$ cat src/rtl/pipe_pkg.sv
// -----------------------------------------------------------------------------
// pipe_pkg
// Shared definitions for the filter-processor pipeline control logic:
//   - forwarding select encodings driven to the ALU operand muxes
//   - RUN/STALL state encoding of the interlock FSM
//   - default register-file address width
// -----------------------------------------------------------------------------
package pipe_pkg;

  localparam int PIPE_REG_AW = 4;

  localparam logic [1:0] SEL_REG = 2'b00;
  localparam logic [1:0] SEL_EXM = 2'b01;
  localparam logic [1:0] SEL_MWB = 2'b10;

  typedef enum logic {
    ST_RUN   = 1'b0,
    ST_STALL = 1'b1
  } fsm_state_t;

endpackage

$ cat src/rtl/fwd_sel_lane.sv
// -----------------------------------------------------------------------------
// fwd_sel_lane
// Forwarding select for one source operand of the instruction in EXE.
// Ports:
//   i_exe_rs      source register address of this operand
//   i_exe_re      operand is actually read
//   i_exm_rd/we   destination / write enable in Exe/Mem
//   i_exm_is_load Exe/Mem holds a load (its data is not ready there)
//   i_mwb_rd/we   destination / write enable in Mem/WB
//   o_sel         SEL_REG, SEL_EXM or SEL_MWB
// -----------------------------------------------------------------------------
module fwd_sel_lane
  import pipe_pkg::*;
#(
  parameter int REG_AW = PIPE_REG_AW,
  parameter int FWD_EN = 1
) (
  input  logic [REG_AW-1:0] i_exe_rs,
  input  logic              i_exe_re,
  input  logic [REG_AW-1:0] i_exm_rd,
  input  logic              i_exm_we,
  input  logic              i_exm_is_load,
  input  logic [REG_AW-1:0] i_mwb_rd,
  input  logic              i_mwb_we,
  output logic [1:0]        o_sel
);

  logic w_fwd_on;
  logic w_hit_exm;
  logic w_hit_mwb;

  assign w_fwd_on  = (FWD_EN != 0);
  // A load in Exe/Mem has no result yet, so it must not be forwarded from there.
  assign w_hit_exm = w_fwd_on && i_exe_re && i_exm_we && !i_exm_is_load &&
                     (i_exe_rs == i_exm_rd);
  assign w_hit_mwb = w_fwd_on && i_exe_re && i_mwb_we && (i_exe_rs == i_mwb_rd);

  // The younger producer (Exe/Mem) takes priority over Mem/WB.
  always_comb begin
    o_sel = SEL_REG;
    if (w_hit_exm)      o_sel = SEL_EXM;
    else if (w_hit_mwb) o_sel = SEL_MWB;
  end

endmodule

$ cat src/rtl/hazard_forward_ctrl.sv
// -----------------------------------------------------------------------------
// hazard_forward_ctrl
// Forwarding and load-use interlock controller at the Reg/Exe boundary.
// Ports:
//   clk, rst                 clock, synchronous active-high reset
//   dec_valid/rs/re/rd/we    instruction in the Reg stage (sources, dest)
//   dec_is_load              Reg-stage instruction is a load
//   exe_rs/re                sources of the instruction in EXE
//   exm_rd/we/is_load        Exe/Mem producer
//   mwb_rd/we                Mem/WB producer
//   flush                    kill the Reg-stage instruction
//   sel_fwd                  2-bit forwarding select per EXE source
//   stall, bubble            hold front end / insert NOP (same cycle)
//   stall_cnt                saturating count of cycles spent in STALL
// In-flight loads are tracked by a per-register countdown scoreboard.
// -----------------------------------------------------------------------------
module hazard_forward_ctrl
  import pipe_pkg::*;
#(
  parameter int REG_AW  = PIPE_REG_AW,
  parameter int NUM_SRC = 3,
  parameter int MEM_LAT = 2,
  parameter int FWD_EN  = 1,
  parameter int CNT_W   = 16
) (
  input  logic                      clk,
  input  logic                      rst,
  input  logic                      dec_valid,
  input  logic [NUM_SRC*REG_AW-1:0] dec_rs,
  input  logic [NUM_SRC-1:0]        dec_re,
  input  logic [REG_AW-1:0]         dec_rd,
  input  logic                      dec_we,
  input  logic                      dec_is_load,
  input  logic [NUM_SRC*REG_AW-1:0] exe_rs,
  input  logic [NUM_SRC-1:0]        exe_re,
  input  logic [REG_AW-1:0]         exm_rd,
  input  logic                      exm_we,
  input  logic                      exm_is_load,
  input  logic [REG_AW-1:0]         mwb_rd,
  input  logic                      mwb_we,
  input  logic                      flush,
  output logic [2*NUM_SRC-1:0]      sel_fwd,
  output logic                      stall,
  output logic                      bubble,
  output logic [CNT_W-1:0]          stall_cnt
);

  localparam int            PW        = $clog2(MEM_LAT + 1);
  localparam int            NREG      = 2 ** REG_AW;
  localparam logic [PW-1:0] PEND_LOAD = PW'(MEM_LAT);

  logic [PW-1:0]    r_pend [NREG];
  fsm_state_t       r_state;
  fsm_state_t       w_state_nxt;
  logic [CNT_W-1:0] r_cnt;
  logic             w_cnt_inc;
  logic [NUM_SRC-1:0] w_src_hit;
  logic             w_hazard;
  logic             w_issue;

  for (genvar gi = 0; gi < NUM_SRC; gi++) begin : g_lane
    logic [REG_AW-1:0] w_rs;
    logic              w_wb_dep;

    fwd_sel_lane #(
      .REG_AW (REG_AW),
      .FWD_EN (FWD_EN)
    ) u_lane (
      .i_exe_rs      (exe_rs[gi*REG_AW +: REG_AW]),
      .i_exe_re      (exe_re[gi]),
      .i_exm_rd      (exm_rd),
      .i_exm_we      (exm_we),
      .i_exm_is_load (exm_is_load),
      .i_mwb_rd      (mwb_rd),
      .i_mwb_we      (mwb_we),
      .o_sel         (sel_fwd[2*gi +: 2])
    );

    assign w_rs = dec_rs[gi*REG_AW +: REG_AW];
    // Without forwarding, any producer still in Exe/Mem or Mem/WB blocks the read.
    assign w_wb_dep = (FWD_EN == 0) &&
                      ((exm_we && (w_rs == exm_rd)) || (mwb_we && (w_rs == mwb_rd)));
    assign w_src_hit[gi] = dec_re[gi] && ((r_pend[w_rs] != '0) || w_wb_dep);
  end

  // Reset also masks the hazard so the front end is released in the reset cycle.
  assign w_hazard = dec_valid && !flush && !rst && (|w_src_hit);
  assign stall    = w_hazard;
  assign bubble   = w_hazard;

  // A stalled or flushed load never issues and so never touches the scoreboard.
  assign w_issue = dec_valid && dec_we && dec_is_load && !w_hazard && !flush;

  // Scoreboard countdown: reload on issue wins over the decrement.
  always_ff @(posedge clk) begin
    if (rst) begin
      for (int r = 0; r < NREG; r++) r_pend[r] <= '0;
    end else begin
      for (int r = 0; r < NREG; r++) begin
        if (w_issue && (dec_rd == REG_AW'(r))) r_pend[r] <= PEND_LOAD;
        else if (r_pend[r] != '0)              r_pend[r] <= r_pend[r] - PW'(1);
      end
    end
  end

  // Interlock FSM: registered copy of the hazard, flush forces RUN.
  always_ff @(posedge clk) begin
    if (rst) r_state <= ST_RUN;
    else     r_state <= w_state_nxt;
  end

  always_comb begin
    w_state_nxt = ST_RUN;
    w_cnt_inc   = 1'b0;
    if (!flush && w_hazard) w_state_nxt = ST_STALL;
    if ((r_state == ST_STALL) && (r_cnt != '1)) w_cnt_inc = 1'b1;
  end

  always_ff @(posedge clk) begin
    if (rst)            r_cnt <= '0;
    else if (w_cnt_inc) r_cnt <= r_cnt + CNT_W'(1);
  end

  assign stall_cnt = r_cnt;

endmodule
$ cat config.mk
export PLATFORM = sky130hd
export DESIGN_NAME = hazard_forward_ctrl
export DESIGN_NICKNAME = d
export VERILOG_FILES = /design/src/rtl/pipe_pkg.sv /design/src/rtl/fwd_sel_lane.sv /design/src/rtl/hazard_forward_ctrl.sv
export SDC_FILE = /design/constraint.sdc
export NUM_CORES = 1
export LEC_CHECK = 0
export BUFFER_PORTS_ARGS = -buffer_cell sky130_fd_sc_hd__buf_2
export CAP_MARGIN = 5
export CORE_MARGIN = 10
export CORE_UTILIZATION = 41
export DETAILED_ROUTE_END_ITERATION = 10
export PLACE_DENSITY_LB_ADDON = 0.12
export SKIP_CTS_REPAIR_TIMING = 1
export SYNTH_ARGS = -nofsm -noshare
export SYNTH_HDL_FRONTEND = slang
export SYNTH_SLANG_ARGS = --single-unit
$ cat constraint.sdc
create_clock -name clk -period 2.83 [get_ports clk]
set_input_delay 0.566 -clock clk [delete_from_list [all_inputs] [get_ports clk]]
set_output_delay 0.566 -clock clk [all_outputs]
set_load 0.05 [all_outputs]
==> summary.txt <==
Clock network
  – Clk_lat worst skew: ~310 ps
  – TritonCTS clock tree: built
  – H-tree depth: 2
  – TritonCTS buffer count: 5
  – Clk sink count: 49
  – CTS clk-pin slew, worst paths: 90 ps
  – Root buf cell: clkbuf_8
  – Clock Tree Buf Depth: 2

Synth
  – Top cells by area, synth: edfxtp_1 (26%), dfxtp_1 (9.3%), ha_1 (5.8%), xnor2_1 (4.8%), xor2_1 (3.8%)
  – Area share of the leading cell type in the synthesized netlist: a little over a quarter
  – Compound-gate portion of the synthesized area: ~15%
  – Post-synthesis async set-or-reset flop share: 0%
  – Synthesized flop and latch total: slightly below 50
  – Synth Area in Adders: between 5 and 6%
  – Post-synth EDFFs: 32
  – Largest area contributor in the netlist: edfxtp_1
  – Most frequent cell after synthesis: inv_1
  – Simple-gate share of the synthesized area: around a fifth
  – Mux contribution to synthesized area: between 7 and 8%
  – Synth Warn #: 0
  – Largest family of logic cells by synthesized area: simple AND/OR/NAND/NOR gates
  – Mapped Nets: 437
  – XOR/XNOR Fraction of Synth Area: 8.64%
  – Netlist cell types: between 50 and 60
  – Post-Syn Area: between 3000 and 4000 µm²
  – Most instantiated cells after synthesis: inv_1 (37), nor2_1 (34), edfxtp_1 (32), nor3_1 (24), xnor2_1 (20)
  – Sequential area share after synthesis: between 30% and 40%
  – Ys flop type: edfxtp_1
  – Avg Inst Size Synth: a little under 10 µm²
  – Cells after Synth: 369

Place
  – Global placement routability congestion: about 0.80
  – Post-place setup slack: -233 ps
  – DP HPWL: just over 7000 µm
  – PortBufs: 74
  – Placed cells: about 560
  – Cell Area, Placed: ~4200 µm²

STA
  – Setup ws final: 14.4 ps
  – Final setup viols: 0
  – Final Hold Viols: 0
  – Fin crit share: approximately 100%
  – Slew Viols, Final: 0
  – Clock skew: 15.7 ps
  – Tmin final: approximately 2800 ps
  – Normalized max-slew margin: 56.9%
  – Maximum clock rate: ~0.36 GHz
  – RSZ-0062 raised after global routing: yes
  – Slew @ Worst Pin: approximately 650 ps

Die
  – Chip height: 114 µm
  – Starting Density: between 40% and 50%
  – Die extent in x: between 100 and 150 µm
  – Die footprint: between 10000 and 15000 µm²
  – Core ar.: approximately 8700 µm²
  – # rows: 34
  – I/O pin total: 75

Setup path
  – Critical path class: input port to output port
  – Critical Path Source Type: input port
  – R2R setup slack: 80 ps
  – CP Max Fanout: 5
  – WP data arrival: ~2300 ps
  – CP required: 2260 ps
  – Worst setup EP type: output port

Pwr
  – Pwr dens: 722 nW/µm²
  – Total power: approximately 3.2 mW
  – Peak supply drop: around 0.29 mV
  – Pleak: between 1.5 and 2 nW

Layout
  – Antenna cells: 0
  – Non-filler cells in the finished layout: 577
  – Layout Nets: 536
  – Share of cells above drive strength 1: between 30% and 40%
  – Util after Layout: between 50% and 60%
  – Design area: around 4400 µm²
  – Area delta synth->final: 20.8%

Job
  – MaxCap Viol Count: 0

Drt
  – Final WL: 9030 µm
  – DRT iter0 DRCs: about 160
  – Drt pass-1 iters: 4
  – Antenna viol nets, final: 0
  – DR vias/cell: around 5.4
  – Post-DR wirelength/cell: 15.7 µm
  – Remaining DRCs: 0
  – Vias: about 3100

Global route
  – Vias in the first global route: 3233
  – Total congestion overflow: 0
  – Global-route wire length before repair: 14900 µm
  – Initial antenna violation count: 0
  – GRT Util Overall: between 10% and 20%
  – Largest net degree at the start of global routing: slightly above 50

Min path
  – Hold/Removal Path Class: register to register

Run status
  – Status: finished, final reports clean
-- per-layer routing --
layer	up-vias	share of wire, %	GRT usage (%)
met5	-	0	0
li1	1569	-	-
met2	80	49	23.5
met4	0	0.83	3.34
met3	4	6.2	4.45
met1	1475	44	16.3
-- power breakdown --
group	internal, mW	switching, mW	total, mW
sequential	1.08	0.156	1.23
combinational	0.796	0.733	1.53
clock	0.177	0.240	0.417
total	2.05	1.13	3.18
-- cell type report --
cell class	count	area, µm²
multi-input cells	261	2060
fillers	823	4270
well taps	108	135
flip-flops and latches	49	1300
clock buffers	6	72.6
inverters	40	153
clock inverters	2	13.8
repair buffers	111	671
-- per-stage QoR --
step | hold WS [ps] | setup TNS, ps
4_1_cts | 525 | -419
3_3_place_gp | 500 | -1820
2_1_floorplan | 618 | 0
3_5_place_dp | 504 | -3910
5_1_grt | 561 | -124
6_report | 523 | 0
-- flip-flops by register name (all words and copies together) (netlist names) --
signal	count
stall_cnt	16
r_state	1
r_pend	32
-- worst paths after layout --
kind	startpoint	to	cells after the start
hold reg to reg	stall_cnt[5]$_SDFFE_PP0P_	stall_cnt[5]$_SDFFE_PP0P_	2
setup / recovery	dec_rs[1]	bubble	7
hold / removal	stall_cnt[5]$_SDFFE_PP0P_	stall_cnt[5]$_SDFFE_PP0P_	2
setup reg to reg	r_pend[0][0]$_SDFFCE_PN0P_	r_pend[15][1]$_SDFFCE_PP0P_	8
-- cells in the final DEF (no fill, tap or decap), types with 3 or more instances in the layout --
master	Yosys	routed
a21oi_1	3	3
a31oi_1	3	3
and3_1	3	3
buf_2	0	71
buf_4	5	38
clkbuf_8	3	5
dfxtp_1	17	17
edfxtp_1	32	32
ha_1	17	17
inv_1	37	37
mux4_2	6	8
nand2_1	12	12
nand2b_1	3	3
nand3_1	18	18
nand3b_1	4	4
nand4_1	3	3
nor2_1	34	28
nor2_2	0	6
nor2b_1	7	7
nor3_1	24	24
nor4_1	4	4
o211ai_1	12	12
o21a_1	12	12
o22ai_1	6	6
o311ai_1	0	3
o31a_1	4	4
o32ai_1	10	10
or3_1	3	3
or4_4	4	4
xnor2_1	20	20
xor2_1	16	16
-- logic make-up after synthesis --
family	count (synthesis)
AOI/OAI and AO/OA	65
adders and majority gates	17
buffers and inverters	59
xor gates and xnor gates	36
DFF	49
and+or+nand+nor	131
muxes	12
-- worst max-delay path, cell delays in order --
cell and delay, ps:
buf_4 140, inv_4 70, mux4_2 480, or2_4 250, a2111oi_4 390, or3_4 220
buf_8 140
Note: power is estimated with default switching activity, not from simulation.
